### src/rtl/seg7_scan_ctrl.sv
`default_nettype none
// ============================================================================
//  Module   : seg7_scan_ctrl
//  Brief    : Time-multiplexed scan controller for common-anode 7-segment
//             digits sharing one decoder. Blanking gap between digits, host
//             load handshake applied only at frame boundaries.
//  Revision : 1.0 - initial release
// ============================================================================
module seg7_scan_ctrl #(
    parameter int NUM_DIG = 4,
    parameter int DIG_W   = 4,
    parameter int DWELL   = 50000,
    parameter int BLANK   = 500
) (
    input  logic                     iCLK,
    input  logic                     iRST_N,
    input  logic                     iEN,
    input  logic                     iLOAD,
    input  logic [NUM_DIG*DIG_W-1:0] iDATA,
    input  logic [NUM_DIG-1:0]       iDP,
    output logic                     oACK,
    output logic [DIG_W-1:0]         oDIG,
    output logic                     oDP_N,
    output logic [NUM_DIG-1:0]       oAN_N,
    output logic                     oFRAME
);

    localparam int c_CNT_MAX = (DWELL > BLANK) ? DWELL : BLANK;
    localparam int c_CNT_W   = $clog2(c_CNT_MAX + 1);
    localparam int c_IDX_W   = $clog2(NUM_DIG);
    localparam bit c_HAS_GAP = (BLANK > 0);

    localparam logic [c_CNT_W-1:0] c_DWELL_LAST = c_CNT_W'(DWELL - 1);
    // With no gap the BLANK state is never entered, so this value is unused.
    localparam logic [c_CNT_W-1:0] c_BLANK_LAST = c_CNT_W'((BLANK > 0) ? (BLANK - 1) : 0);
    localparam logic [c_IDX_W-1:0] c_IDX_LAST   = c_IDX_W'(NUM_DIG - 1);

    typedef enum logic [1:0] {
        S_IDLE  = 2'd0,
        S_BLANK = 2'd1,
        S_SHOW  = 2'd2
    } state_t;

    // State after a digit ends: gap if configured, else straight to the next digit.
    localparam state_t c_AFTER_DIGIT = c_HAS_GAP ? S_BLANK : S_SHOW;

    state_t                     r_state;
    logic [c_IDX_W-1:0]         r_idx;
    logic [c_CNT_W-1:0]         r_cnt;
    logic [NUM_DIG*DIG_W-1:0]   r_disp;
    logic [NUM_DIG-1:0]         r_dp;
    logic [NUM_DIG*DIG_W-1:0]   r_sh_data;
    logic [NUM_DIG-1:0]         r_sh_dp;
    logic                       r_pend;
    logic                       r_ack;
    logic [DIG_W-1:0]           r_dig;
    logic                       r_dp_n;
    logic [NUM_DIG-1:0]         r_an_n;
    logic                       r_frame;

    state_t                     w_state_nxt;
    logic [c_IDX_W-1:0]         w_idx_nxt;
    logic [c_CNT_W-1:0]         w_cnt_nxt;
    logic [NUM_DIG*DIG_W-1:0]   w_disp_nxt;
    logic [NUM_DIG-1:0]         w_dp_nxt;
    logic [NUM_DIG*DIG_W-1:0]   w_sh_data_nxt;
    logic [NUM_DIG-1:0]         w_sh_dp_nxt;
    logic                       w_pend_nxt;
    logic                       w_ack_nxt;
    logic                       w_boundary;
    logic [DIG_W-1:0]           w_dig_nxt;
    logic                       w_dp_n_nxt;
    logic [NUM_DIG-1:0]         w_an_n_nxt;

    // Next-state, load handshake and next-output decode; outputs are then registered.
    always_comb begin
        w_state_nxt   = r_state;
        w_idx_nxt     = r_idx;
        w_cnt_nxt     = r_cnt;
        w_disp_nxt    = r_disp;
        w_dp_nxt      = r_dp;
        w_sh_data_nxt = r_sh_data;
        w_sh_dp_nxt   = r_sh_dp;
        w_pend_nxt    = r_pend;
        w_ack_nxt     = 1'b0;

        // Last dwell cycle of the last digit while scanning continues.
        w_boundary = iEN && (r_state == S_SHOW) && (r_idx == c_IDX_LAST)
                     && (r_cnt == c_DWELL_LAST);

        // Scan sequencing
        if (!iEN) begin
            w_state_nxt = S_IDLE;
            w_idx_nxt   = '0;
            w_cnt_nxt   = '0;
        end else begin
            case (r_state)
                S_IDLE: begin
                    w_state_nxt = c_AFTER_DIGIT;
                    w_idx_nxt   = '0;
                    w_cnt_nxt   = '0;
                end
                S_BLANK: begin
                    if (r_cnt == c_BLANK_LAST) begin
                        w_state_nxt = S_SHOW;
                        w_cnt_nxt   = '0;
                    end else begin
                        w_cnt_nxt = r_cnt + c_CNT_W'(1);
                    end
                end
                S_SHOW: begin
                    if (r_cnt == c_DWELL_LAST) begin
                        w_state_nxt = c_AFTER_DIGIT;
                        w_cnt_nxt   = '0;
                        w_idx_nxt   = (r_idx == c_IDX_LAST) ? '0 : (r_idx + c_IDX_W'(1));
                    end else begin
                        w_cnt_nxt = r_cnt + c_CNT_W'(1);
                    end
                end
                default: begin
                    w_state_nxt = S_IDLE;
                    w_idx_nxt   = '0;
                    w_cnt_nxt   = '0;
                end
            endcase
        end

        // Load handshake: a load coinciding with the boundary bypasses the shadow.
        if (w_boundary && iLOAD) begin
            w_disp_nxt = iDATA;
            w_dp_nxt   = iDP;
            w_pend_nxt = 1'b0;
            w_ack_nxt  = 1'b1;
        end else begin
            if (r_pend && ((r_state == S_IDLE) || w_boundary)) begin
                w_disp_nxt = r_sh_data;
                w_dp_nxt   = r_sh_dp;
                w_pend_nxt = 1'b0;
                w_ack_nxt  = 1'b1;
            end
            if (iLOAD) begin
                w_sh_data_nxt = iDATA;
                w_sh_dp_nxt   = iDP;
                w_pend_nxt    = 1'b1;
            end
        end

        // Outputs reflect the state being entered, using the display value after any apply.
        w_dig_nxt  = w_disp_nxt[w_idx_nxt*DIG_W +: DIG_W];
        w_an_n_nxt = '1;
        w_dp_n_nxt = 1'b1;
        if (w_state_nxt == S_SHOW) begin
            w_an_n_nxt = ~(NUM_DIG'(1) << w_idx_nxt);
            w_dp_n_nxt = ~w_dp_nxt[w_idx_nxt];
        end
    end

    // State, display/shadow registers and registered outputs.
    always_ff @(posedge iCLK) begin
        if (!iRST_N) begin
            r_state   <= S_IDLE;
            r_idx     <= '0;
            r_cnt     <= '0;
            r_disp    <= '0;
            r_dp      <= '0;
            r_sh_data <= '0;
            r_sh_dp   <= '0;
            r_pend    <= 1'b0;
            r_ack     <= 1'b0;
            r_dig     <= '0;
            r_dp_n    <= 1'b1;
            r_an_n    <= '1;
            r_frame   <= 1'b0;
        end else begin
            r_state   <= w_state_nxt;
            r_idx     <= w_idx_nxt;
            r_cnt     <= w_cnt_nxt;
            r_disp    <= w_disp_nxt;
            r_dp      <= w_dp_nxt;
            r_sh_data <= w_sh_data_nxt;
            r_sh_dp   <= w_sh_dp_nxt;
            r_pend    <= w_pend_nxt;
            r_ack     <= w_ack_nxt;
            r_dig     <= w_dig_nxt;
            r_dp_n    <= w_dp_n_nxt;
            r_an_n    <= w_an_n_nxt;
            r_frame   <= w_boundary;
        end
    end

    assign oACK   = r_ack;
    assign oDIG   = r_dig;
    assign oDP_N  = r_dp_n;
    assign oAN_N  = r_an_n;
    assign oFRAME = r_frame;

endmodule
`default_nettype wire
### config.mk
export PLATFORM = sky130hd
export DESIGN_NAME = seg7_scan_ctrl
export DESIGN_NICKNAME = d
export VERILOG_FILES = /design/src/rtl/seg7_scan_ctrl.sv
export SDC_FILE = /design/constraint.sdc
export NUM_CORES = 1
export LEC_CHECK = 0
export ABC_AREA = 1
export CORE_ASPECT_RATIO = 1.75
export CORE_UTILIZATION = 30
export CTS_CLUSTER_DIAMETER = 150
export DETAILED_ROUTE_END_ITERATION = 7
export PLACE_DENSITY = 0.44
export SLEW_MARGIN = 20
export SYNTH_ARGS = -nofsm -noshare
export SYNTH_HDL_FRONTEND = slang
export SYNTH_SLANG_ARGS = --single-unit
### constraint.sdc
create_clock -name iCLK -period 2.6 [get_ports iCLK]
set_input_delay 0.39 -clock iCLK [delete_from_list [all_inputs] [get_ports iCLK]]
set_output_delay 0.39 -clock iCLK [all_outputs]
set_load 0.02 [all_outputs]
Word level (Yosys, flattened, before mapping)
Index checks and enable logic that the tools add are counted.
{"block": "op_classes", "n_addsub": 2, "mul": 0, "div_mod_pow": 0, "order_cmp": 1, "n_eq_ne": 6, "shifts": 2, "n_mux": 21, "bitwise": 4, "n_reduce_logical": 12}
{"cell": "2-to-1 mux 16 bit", "n": 4}
{"cell": "one-hot mux 16 bit (2 select lines)", "n": 1}
{"cell": "adder 16 x 1 -> 16 bit (second input constant)", "n": 1}
{"cell": "== test 16 bit (second input constant)", "n": 1}
{"cell": "== test 16 x 9 -> 1 bit (second input constant)", "n": 1}
{"cell": "indexed part select 16 x 5 -> 4 bit", "n": 1}
{"cell": "2-to-1 mux 2 bit", "n": 6}
{"cell": "2-to-1 mux 4 bit", "n": 2}
{"cell": "== test 2 bit (second input constant)", "n": 3}
{"cell": "one-hot mux 2 bit (3 select lines)", "n": 1}
{"cell": "AND reduction 2 bit", "n": 3}
{"cell": "logical AND 1 bit", "n": 5}
{"cell": "2-to-1 mux 1 bit", "n": 5}
{"cell": "NOT 4 bit", "n": 1}
{"cell": "one-hot mux 2 bit (2 select lines)", "n": 1}
{"cell": "left shift 1 x 2 -> 4 bit (first input constant)", "n": 1}
{"cell": "less-than comparator 2 x 3 -> 1 bit (second input constant)", "n": 1}
{"cell": "NOT 1 bit", "n": 3}
{"cell": "adder 2 x 1 -> 2 bit (second input constant)", "n": 1}
{"cell": "binary-select mux 1 bit (select 2 bit)", "n": 1}
{"cell": "== test 2 x 1 -> 1 bit (second input constant)", "n": 1}
{"cell": "logical NOT 2 bit", "n": 1}
{"cell": "nonzero test 2 bit", "n": 1}
{"cell": "OR reduction 2 bit", "n": 1}
{"cell": "logical OR 1 bit", "n": 1}
{"block": "word_totals", "regBits": 72, "latch_bits": 0, "ramBits": 0, "mem_bits_ro": 0, "input_bits": 24, "output_inout_bits": 11, "wordCells": 61, "n_memories": 0}

Depth between registers and ports, before layout
{"block": "logic_depth", "depth_word": 11, "ltp_mapped": 16, "depth_no_buf": 15}

Worst setup path after synthesis
No wires, ideal clock.
{"block": "synth_path", "kind": "reg2reg", "start": "register r_state[0]", "end": "register r_dig[3] (netlist: oDIG[3])", "setup_ps": 128, "t_arrival_ps": 1706, "t_required_ps": 2472, "slack_ps": 767, "path_stages_with_launch": 16, "n_path_buf": 2, "period_less_slack_ps": 1833, "path_cell_list": "dfxtp_1 -> inv_1 -> ha_1 -> nand2_1 -> nor2_2 -> nand3_4 -> nand2_2 -> buf_6 -> buf_6 -> nand3_1 -> nand3_1 -> nand2_1 -> nand2_1 -> nand2_1 -> nor2_1 -> nor2_1"}
{"block": "synth_between", "elab_chain_len": 9, "word_cells_on_any_way": 14, "cone_classes": "eq/ne (2); shift (1); mux (4); reduce/logical (7)"}
{"item": "from (decl)", "line_no": "47", "text": "state_t r_state;"}
{"item": "from (signal assigned)", "line_no": "175", "text": "r_state <= w_state_nxt;"}
{"item": "== test 2 bit", "line_no": "88, 97"}
{"item": "logical AND 1 bit (2 in series)", "line_no": "88", "text": "w_boundary = iEN && (r_state == S_SHOW) && (r_idx == c_IDX_LAST)"}
{"item": "logical AND 1 bit", "line_no": "89", "text": "&& (r_cnt == c_DWELL_LAST);"}
{"item": "logical OR 1 bit", "line_no": "135", "text": "if (r_pend && ((r_state == S_IDLE) || w_boundary)) begin"}
{"item": "logical AND 1 bit", "line_no": "135"}
{"item": "2-to-1 mux 16 bit", "line_no": "135"}
{"item": "2-to-1 mux 16 bit", "line_no": "129", "text": "if (w_boundary && iLOAD) begin"}
{"item": "indexed part select 16 x 5 -> 4 bit *", "line_no": "149", "text": "w_dig_nxt = w_disp_nxt[w_idx_nxt*DIG_W +: DIG_W];"}
{"item": "to (signal assigned)", "line_no": "184", "text": "r_dig <= w_dig_nxt;"}
{"item": "to (decl)", "line_no": "56", "text": "logic [DIG_W-1:0] r_dig;"}
Mark *: on every way between the ends. The rest lies on a longest branch, timed or not.
A chain may end at the register's enable or synchronous reset.

Worst setup path after layout
{"block": "layout_path", "start": "register r_state[0]", "end": "register r_dig[0] (netlist: oDIG[0])"}
Same word-level chain as after synthesis.

==> impl_metrics.toml <==
[floorplan]
rows = 51
die_w_um = 83.2
start_util_pct = 31.0
die-area_mm2 = 0.0120
fp.dieH_um = 144
io_pins = 35
core_area_mm2 = 0.0112

[worst_setup_path]
crit_type = "flip-flop to flip-flop"
crit_path_top_delay_cell = "dfxtp_1"
crit_required_ps = 2870
cp.arrival_ps = 2500
reg2reg_to = "oDIG[0]$_SDFF_PN0_"
cp-startpoint = "r_state[0]$_SDFF_PN0_"
crit_top_cell = "nand2_1"
crit_path_max_fanout = 22
reg2reg_slack_ps = 370
cp-endpoint = "oDIG[0]$_SDFF_PN0_"
r2r_cells = 14
r2r-start = "r_state[0]$_SDFF_PN0_"
crit_path_end_kind = "flip-flop"
max_stage_delay_ps = 350
crit_chain = "inv_1, ha_1, nand2_1, nor2_2, nand3_4, nand2_2, nand2_2, nand2_1, nand3_1, nand2_1, nand2_1, nand2_1, nor2_1, nor2_1"
cp-start-kind = "flip-flop"

[logic_synthesis]
yosysSeqAreaShare_pct = 41.6
synth_area_leaders = "dfxtp_1 42%, nand2_1 13%, nand3_1 7.4%"
async_flop_share_pct = 0
ys.flop_type = "dfxtp_1"
ys.warnings.count = 0
syn_avg_cell_area_um2 = 7.08
synthTopCellsByCount = "122 x nand2_1, 72 x dfxtp_1, 56 x inv_1, 51 x nand3_1, 43 x nor2_1"
syn_inst = 489
synth_top_area_cell = "dfxtp_1"
ys_ff_latch = 72
syn_nets = 519
ys_types = 33
yosysTopAreaCellShare_pct = 41.6
syn-cell-area_mm2 = 0.00346
synth-edff-count = 0
yosysMostFrequentCell = "nand2_1"

[global_routing]
grt_antenna_before_repair = 0
grt_pass1_vias = 3009
grt_usage_pct = 16.2
grt_overflow = 0
grt_first_pass_wirelength_um = 14900
grt_max_degree = 30

[sta]
fmax_mhz = 448
worst_pin_slew_ps = 474
setup_slack_ps = 368
setup_tns_ps = 0
slew_viol_final = 0
clock_skew_ps = 8.68
hold_viol = 0
rsz0062_at_grt = "false"
period_minus_slack_ps = 2230
setup_viol = 0
period_share_pct = 85.8
slew_headroom_pct = 68.3

[layout]
fin_util_pct = 38.4
layout.cells.non_filler = 661
nFillCells = 1195
antenna_cells = 0
area_growth_pct = 24.0
nNetsFinal = 554
drive_gt1_share_pct = 10.0

[drt]
drc = 0
met1_length_um = 3710
wl_met3_um = 210
drt_first_pass_iters = 4
dr_wl_met2_um = 4910
num_vias = 3059
wl_per_cell_um = 13.7
ant_nets = 0
vias_per_cell = 4.63
drtIter0Drc = 112
highest_layer = "met4"
finalWirelength_um = 9080

[clocking]
clock-root-buffer = "clkbuf_16"
ctsResizeCount = 0
cts_buffer_depth = 2
path_clk_slew_ps = 60
clock_sinks = 72
clk_latency_ps = 330
cts_max_level = 3
post_cts_buffers = 0
numCtsBuffers = 9
cts_tree = "done"
holdBufCountCts = 0

[place]
gp_congestion = 0.784
dp_hpwl_um = 6640
dp_slack_ps = 186
placed_cells = 645
port_buffers = 34

[power]
ir_drop_mv = 0.341
powerDensity_mw_per_mm2 = 675
power.leakage_uw = 0.00190

[flow_run]
cap_violations = 0

[worst_hold_path]
hold_class = "flip-flop to flip-flop"
hold_path.startpoint = "r_cnt[0]$_SDFF_PN0_"

[status]
status = "finished clean"
-- how the worst min path moves through the flow --
stage,slack [ps],to,cells after the start
after global routing,470,r_sh_data[4]$_SDFFE_PN0P_,2
after floorplan,420,r_cnt[0]$_SDFF_PN0_,1
final,440,r_cnt[0]$_SDFF_PN0_,1
after global placement,430,r_cnt[0]$_SDFF_PN0_,1
after CTS,450,r_cnt[0]$_SDFF_PN0_,1
after detailed placement,440,r_cnt[0]$_SDFF_PN0_,1
-- sequential cells by signal, indices dropped and copies added, names as in the netlist --
register / count
oACK: 1
oAN_N: 4
oDIG: 4
oDP_N: 1
oFRAME: 1
r_cnt: 16
r_disp: 16
r_dp: 4
r_idx: 2
r_pend: 1
r_sh_data: 16
r_sh_dp: 4
r_state: 2
-- cells in the final DEF, fill, tap and decap left out, types with 2 or more instances in the layout --
master,synthesis,routed
buf_4,1,8
clkdlybuf4s50_1,0,34
inv_1,56,56
clkbuf_8,0,3
o21ai_1,3,3
nand3_4,2,2
nand3_1,51,51
nand2_1,122,122
xor2_1,5,5
nor3b_1,3,3
nor3_1,6,6
nor2_4,2,2
nand2_2,8,8
a21oi_1,41,41
dfxtp_1,72,72
o21ai_0,22,22
ha_1,6,6
clkbuf_16,0,9
nor2_2,5,5
xnor2_1,2,2
bufinv_16,0,3
inv_2,4,4
nor3_2,2,2
nor2_1,43,43
nand4_1,6,6
-- kinds of logic after synthesis --
logic type / count (synthesis) / synth area share, %
AND/OR/NAND/NOR: 256 / 34.2
buffers and inverters: 80 / 10.1
flip-flops: 72 / 41.6
AO/OA/AOI/OAI: 68 / 10.1
XOR/XNOR: 7 / 1.77
adder cells (fa/ha/maj): 6 / 2.17
-- report_power, final --
group          internal (uW)  switching [uW]  leakage (uW)  total (uW)
sequential              1150            16.6      0.000590        1170
clock                   1020             472      0.000179        1490
combinational            101             138       0.00114         239
total                   2270             626       0.00190        2900
-- per-stage QoR --
step | hold slack [ps] | total power, uW | cell area [um2]
global route | 474 | 3020 | 4290
finish | 443 | 2900 | 4290
floorplan | 418 | 1340 | 3460
global placement | 429 | 1430 | 3930
CTS | 448 | 2950 | 4290
detailed placement | 436 | 1440 | 3930
-- area by class of cell --
cell class | instances | area [um2] | share of cell area, %
Clock buffer | 12 | 267 | 6.21
Clock inverter | 4 | 98.8 | 2.30
Inverter | 61 | 229 | 5.33
Multi-Input combinational cell | 337 | 1670 | 38.9
Sequential cell | 72 | 1440 | 33.6
Tap cell | 132 | 165 | 3.85
Timing Repair Buffer | 43 | 420 | 9.79
-- worst max-delay path, delay by kind of cell (launching register included) --
kind / cells / cell delay [ps]
AND/OR/NAND/NOR: 12 / 1500
flip-flops: 1 / 350
adder cells (fa/ha/maj): 1 / 240
buffers and inverters: 1 / 90
-- metal layers --
| layer | GRT usage (%) | up-vias |
|---|---|---|
| met3 | 3.03 | 14 |
| met5 | 0 | - |
| met1 | 16.8 | 1378 |
| met2 | 30.9 | 42 |
| met4 | 8.17 | 0 |
| li1 | - | 1625 |
Note: power is estimated with default switching activity, not from simulation.
